--- config.mk ---
export PLATFORM = sky130hd
export DESIGN_NAME = quad_step_decoder
export DESIGN_NICKNAME = d
export VERILOG_FILES = /design/src/rtl/quad_step_decoder.sv
export SDC_FILE = /design/constraint.sdc
export NUM_CORES = 1
export LEC_CHECK = 0
export CORE_MARGIN = 3
export CORE_UTILIZATION = 55
export CTS_BUF_LIST = sky130_fd_sc_hd__clkbuf_16
export CTS_CLUSTER_SIZE = 8
export DETAILED_ROUTE_END_ITERATION = 7
export GPL_ROUTABILITY_DRIVEN = 1
export PLACE_DENSITY = 0.8
export SYNTH_ARGS = -nofsm -noshare
export SYNTH_HDL_FRONTEND = slang
export SYNTH_SLANG_ARGS = --single-unit
--- constraint.sdc ---
create_clock -name clock -period 2.2 [get_ports clock]
set_clock_uncertainty 0.05 [all_clocks]
set_input_delay 0.44 -clock clock [delete_from_list [all_inputs] [get_ports clock]]
set_output_delay 0.44 -clock clock [all_outputs]
set_load 0.01 [all_outputs]
--- src/rtl/quad_step_decoder.sv ---
// Quadrature A/B decoder: synchronises and glitch-filters both encoder channels,
// tracks the Gray position and emits step/direction pulses plus illegal-transition errors.
module quad_step_decoder #(
    parameter int unsigned SYNC_STAGES = 2,
    parameter int unsigned FILT_LEN    = 4,
    parameter int unsigned ERR_CNT_W   = 8
) (
    input  logic                 clock,
    input  logic                 reset,
    input  logic                 enc_a,
    input  logic                 enc_b,
    input  logic                 enable,
    input  logic                 err_clr,
    output logic                 step,
    output logic                 up,
    output logic                 err,
    output logic [ERR_CNT_W-1:0] err_count,
    output logic [1:0]           pos
);

    localparam int unsigned CNT_W = $clog2(FILT_LEN + 1);
    localparam logic [ERR_CNT_W-1:0] ERR_MAX = '1;

    typedef enum logic [2:0] {
        ST_INIT,
        ST_P00,
        ST_P01,
        ST_P11,
        ST_P10
    } state_t;

    logic [1:0]           w_raw;
    logic [1:0]           w_filt;
    logic [1:0]           w_cur;
    state_t               r_state;
    logic                 r_step;
    logic                 r_up;
    logic                 r_err;
    logic [ERR_CNT_W-1:0] r_err_count;
    logic [1:0]           r_pos;

    assign w_raw = {enc_a, enc_b};

    // Per channel: synchroniser chain, then a stability filter on the synchronised bit.
    for (genvar ch = 0; ch < 2; ch++) begin : g_chan
        logic [SYNC_STAGES-1:0] r_sync;
        logic                   r_prev;
        logic [CNT_W-1:0]       r_cnt;
        logic                   r_filt;
        logic                   w_sync;
        logic [CNT_W-1:0]       w_run;

        assign w_sync = r_sync[SYNC_STAGES-1];
        // Length of the current stable run including this cycle.
        assign w_run  = (w_sync != r_prev) ? CNT_W'(1) : r_cnt + CNT_W'(1);
        assign w_filt[ch] = r_filt;

        always_ff @(posedge clock or posedge reset) begin
            if (reset) begin
                r_sync <= '0;
                r_prev <= 1'b0;
                r_cnt  <= '0;
                r_filt <= 1'b0;
            end else begin
                r_sync <= {r_sync[SYNC_STAGES-2:0], w_raw[ch]};
                r_prev <= w_sync;
                if (w_sync == r_filt) begin
                    r_cnt <= '0;
                end else if (w_run >= CNT_W'(FILT_LEN)) begin
                    r_filt <= w_sync;
                    r_cnt  <= '0;
                end else begin
                    r_cnt <= w_run;
                end
            end
        end
    end

    function automatic state_t pos_to_state(input logic [1:0] p);
        state_t s;
        case (p)
            2'b00:   s = ST_P00;
            2'b01:   s = ST_P01;
            2'b11:   s = ST_P11;
            default: s = ST_P10;
        endcase
        return s;
    endfunction

    function automatic logic [1:0] state_to_pos(input state_t s);
        logic [1:0] p;
        case (s)
            ST_P01:  p = 2'b01;
            ST_P11:  p = 2'b11;
            ST_P10:  p = 2'b10;
            default: p = 2'b00;
        endcase
        return p;
    endfunction

    // Forward Gray successor: 00->01->11->10->00.
    function automatic logic [1:0] fwd_of(input logic [1:0] p);
        return {p[0], ~p[1]};
    endfunction

    // Reverse Gray successor: 00->10->11->01->00.
    function automatic logic [1:0] rev_of(input logic [1:0] p);
        return {~p[0], p[1]};
    endfunction

    assign w_cur = state_to_pos(r_state);

    // Position tracker with registered step/direction/error outputs.
    always_ff @(posedge clock or posedge reset) begin
        if (reset) begin
            r_state     <= ST_INIT;
            r_step      <= 1'b0;
            r_up        <= 1'b1;
            r_err       <= 1'b0;
            r_err_count <= '0;
            r_pos       <= 2'b00;
        end else begin
            r_step <= 1'b0;
            r_err  <= 1'b0;
            if (err_clr) begin
                r_err_count <= '0;
            end
            if (r_state == ST_INIT) begin
                r_state <= pos_to_state(w_filt);
                r_pos   <= w_filt;
            end else if (w_filt != w_cur) begin
                r_state <= pos_to_state(w_filt);
                r_pos   <= w_filt;
                if (w_filt == fwd_of(w_cur)) begin
                    if (enable) begin
                        r_step <= 1'b1;
                        r_up   <= 1'b1;
                    end
                end else if (w_filt == rev_of(w_cur)) begin
                    if (enable) begin
                        r_step <= 1'b1;
                        r_up   <= 1'b0;
                    end
                end else if (enable) begin
                    // Both channels moved at once: direction is unknowable.
                    r_err <= 1'b1;
                    if (!err_clr && (r_err_count != ERR_MAX)) begin
                        r_err_count <= r_err_count + ERR_CNT_W'(1);
                    end
                end
            end
        end
    end

    assign step      = r_step;
    assign up        = r_up;
    assign err       = r_err;
    assign err_count = r_err_count;
    assign pos       = r_pos;

endmodule
==> flow_summary.json <==
{
  "status": "complete, no violations",
  "synthToLayoutAreaGrowth_pct": 23.1,
  "crit_path_end_kind": "flop",
  "grt_antenna_before_repair": 0,
  "first_global_vias": 1336,
  "p_leak_uw": 0.000891,
  "place_congestion": 0.802,
  "io_buffers": 18,
  "path_cells": "mux2_2 > a221oi_4 > nor3_4 > nand4_1 > mux2_1",
  "placed_cells": 237,
  "tightest_slew_ps": 590,
  "synth_compound_area_frac": 0.197,
  "layout_commonest_cell": "dfrtp_1",
  "dpl.hpwl_mm": 2.42,
  "crit_type": "flop to flop",
  "synth_area_leaders": "dfrtp_1 (42%), ha_1 (4.3%), a21oi_1 (4.0%), nor2_1 (3.9%), xnor2_1 (3.0%)",
  "instances_no_fill": 245,
  "cts.reportedPaths.clkPinSlew_ps": 50,
  "finalCritPeriodShare": 0.917,
  "path_max_fanout": 12,
  "relSlewSlack": 0.606,
  "ir_worst_vdd_mv": 0.778,
  "layout_common_cells": "dfrtp_1 (29), nor2_1 (18), clkdlybuf4s50_1 (18)",
  "synth.distinct_cells": 51,
  "num_antenna_cells": 0,
  "vias": 1403,
  "root_buffer": "clkbuf_16",
  "overflow": 0,
  "die_x_um": 62.1,
  "maxCapViolCount": 0,
  "synth_top_family_by_area": "simple AND/OR/NAND/NOR gates",
  "synth-adder-area-share": 0.0434,
  "max_freq_mhz": 495,
  "hold_viol_final": 0,
  "cts-buffers-inserted": 5,
  "holdCritPathClass": "flop to flop",
  "synth.top_cell.area_share": 0.419,
  "synth-seq-cells": 30,
  "n_fill_cell": 203,
  "cts_hold_buf": 0,
  "yosysTopAreaCell": "dfrtp_1",
  "tns_ps": 0,
  "start_util": 0.602,
  "drt-initial-drc-count": 99,
  "multi_input_area_sq_um": 907,
  "rrSetupSlack_ps": 180,
  "final-setup-viol-count": 0,
  "rows": 19,
  "synthArstFlopShare": 1.00,
  "drive_above_1_share": 0.123,
  "regArea_sq_um": 752,
  "grt_pass1_wl_mm": 6.17,
  "synthFlopType": "dfrtp_1",
  "synth_xor_area_frac": 0.0455,
  "viasPerCell": 5.73,
  "avgSynthCellArea_sq_um": 9.73,
  "clkSinkCount": 30,
  "startpoint_type": "flop",
  "slowest_delay_ps": 550,
  "power.density_nw_per_um2": 1000,
  "yosysWarnings": 0,
  "syn_area_sq_um": 1730,
  "yosysSeqAreaShare": 0.434,
  "drt.antenna.violating_nets": 0,
  "firstDrtPassIters": 4,
  "die_y_um": 62.1,
  "cp.arrival_ps": 2120,
  "core_sq_um": 2880,
  "synth_edf_count": 0,
  "wl_per_cell_um": 14.1,
  "insertion_delay_ps": 270,
  "grt_max_degree": 21,
  "worstPathRequired_ps": 2300,
  "cts_max_level": 2,
  "cpLargestDelayFamily": "multiplexers",
  "track_usage": 0.200,
  "crit_slowest_cell": "dfrtp_1",
  "layout_min_cycle_time_ps": 2020,
  "drcViolationCount": 0,
  "wirelength_mm": 3.46,
  "cts_setup_buffers": 0,
  "utilization": 0.741,
  "fin_nets": 214,
  "synthMuxAreaShare": 0.0246,
  "rsz0062_at_grt": "no",
  "ctsResizeCount": 0,
  "cts_tree": "done",
  "dieArea_sq_um": 3860,
  "synth_simple_gate_area_frac": 0.209,
  "io_pins": 19,
  "synthCells": 178,
  "cts_max_path_buffers": 2,
  "report.final.slew_viol_count": 0,
  "crit_buf_inv": 0
}
[registers in the layout (all words and copies together), names as in the netlist]
register       flops
pos                2
err                1
up                 1
g_chan.r_prev      2
step               1
r_state            3
g_chan.r_filt      2
g_chan.r_cnt       6
g_chan.r_sync      4
err_count          8
[worst register-to-register path: stages, from the launching register on]
cell      delay [ps]
dfrtp_1          550
mux2_2           410
a221oi_4         370
nor3_4            90
nand4_1          110
mux2_1           320
[logic make-up after synthesis]
| group | Yosys count |
|---|---|
| other cells | 1 |
| mux | 4 |
| flops | 30 |
| buf+inv | 16 |
| simple gates | 64 |
| fa+ha+maj | 6 |
| xor+xnor | 9 |
| compound gates | 48 |
[report_power, final]
part           total, uW  switching [uW]  internal (uW)  leakage [uW]
logic                744             385            359      0.000444
registers            749             107            642      0.000380
clock network        641             229            411     0.0000672
[layout make-up]
| class | count | share of cell area |
|---|---|---|
| multi-input combinational | 133 | 0.425 |
| sequential | 30 | 0.353 |
| timing repair buffer | 27 | 0.122 |
| clock buffer | 5 | 0.0587 |
| tap | 42 | 0.0246 |
| inverter | 5 | 0.00880 |
| clock inverter | 3 | 0.00763 |
[metal layers]
metal / GRT usage / wire length [um]
met5: 0 / 0
met4: 0.0718 / 36
met3: 0.0541 / 164
met2: 0.319 / 1700
met1: 0.262 / 1560
[final timing paths]
check,startpoint,end,cells after the start
setup / recovery,r_state[1],err_count[3],5
hold / removal,g_chan[1].r_sync[0],g_chan[1].r_sync[1],0
setup reg to reg,r_state[1],err_count[3],5
hold reg to reg,g_chan[1].r_sync[0],g_chan[1].r_sync[1],0
max in group asynchronous,reset,pos[0],3
min in group asynchronous,reset,err_count[0],2
[per-stage QoR]
stage	setup slack, ps	hold WS, ps	cell area [sq um]	total power [uW]
after floorplan	381	281	1740	1270
after detailed placement	238	286	1990	1490
after global routing	86.3	306	2130	2270
after CTS	209	303	2130	2150
final	182	301	2130	2130
after global placement	285	286	1990	1460
[synth_stat cells (2+ instances only)]
master and instances:
a211oi_1 4, a21oi_1 14, and3_1 2, buf_4 2, clkbuf_1 6, dfrtp_1 29
ha_1 6, inv_1 5, mux2i_1 2, nand2_1 12, nand2b_1 6, nand3_1 3
nand4_1 4, nor2_1 18, nor2b_1 3, nor3_1 2, nor3b_1 3, nor4b_1 2
o21ai_0 10, o22a_1 3, o22ai_1 4, o311ai_0 2, xnor2_1 6, xor2_1 3
(Power assumes the default switching activity.)
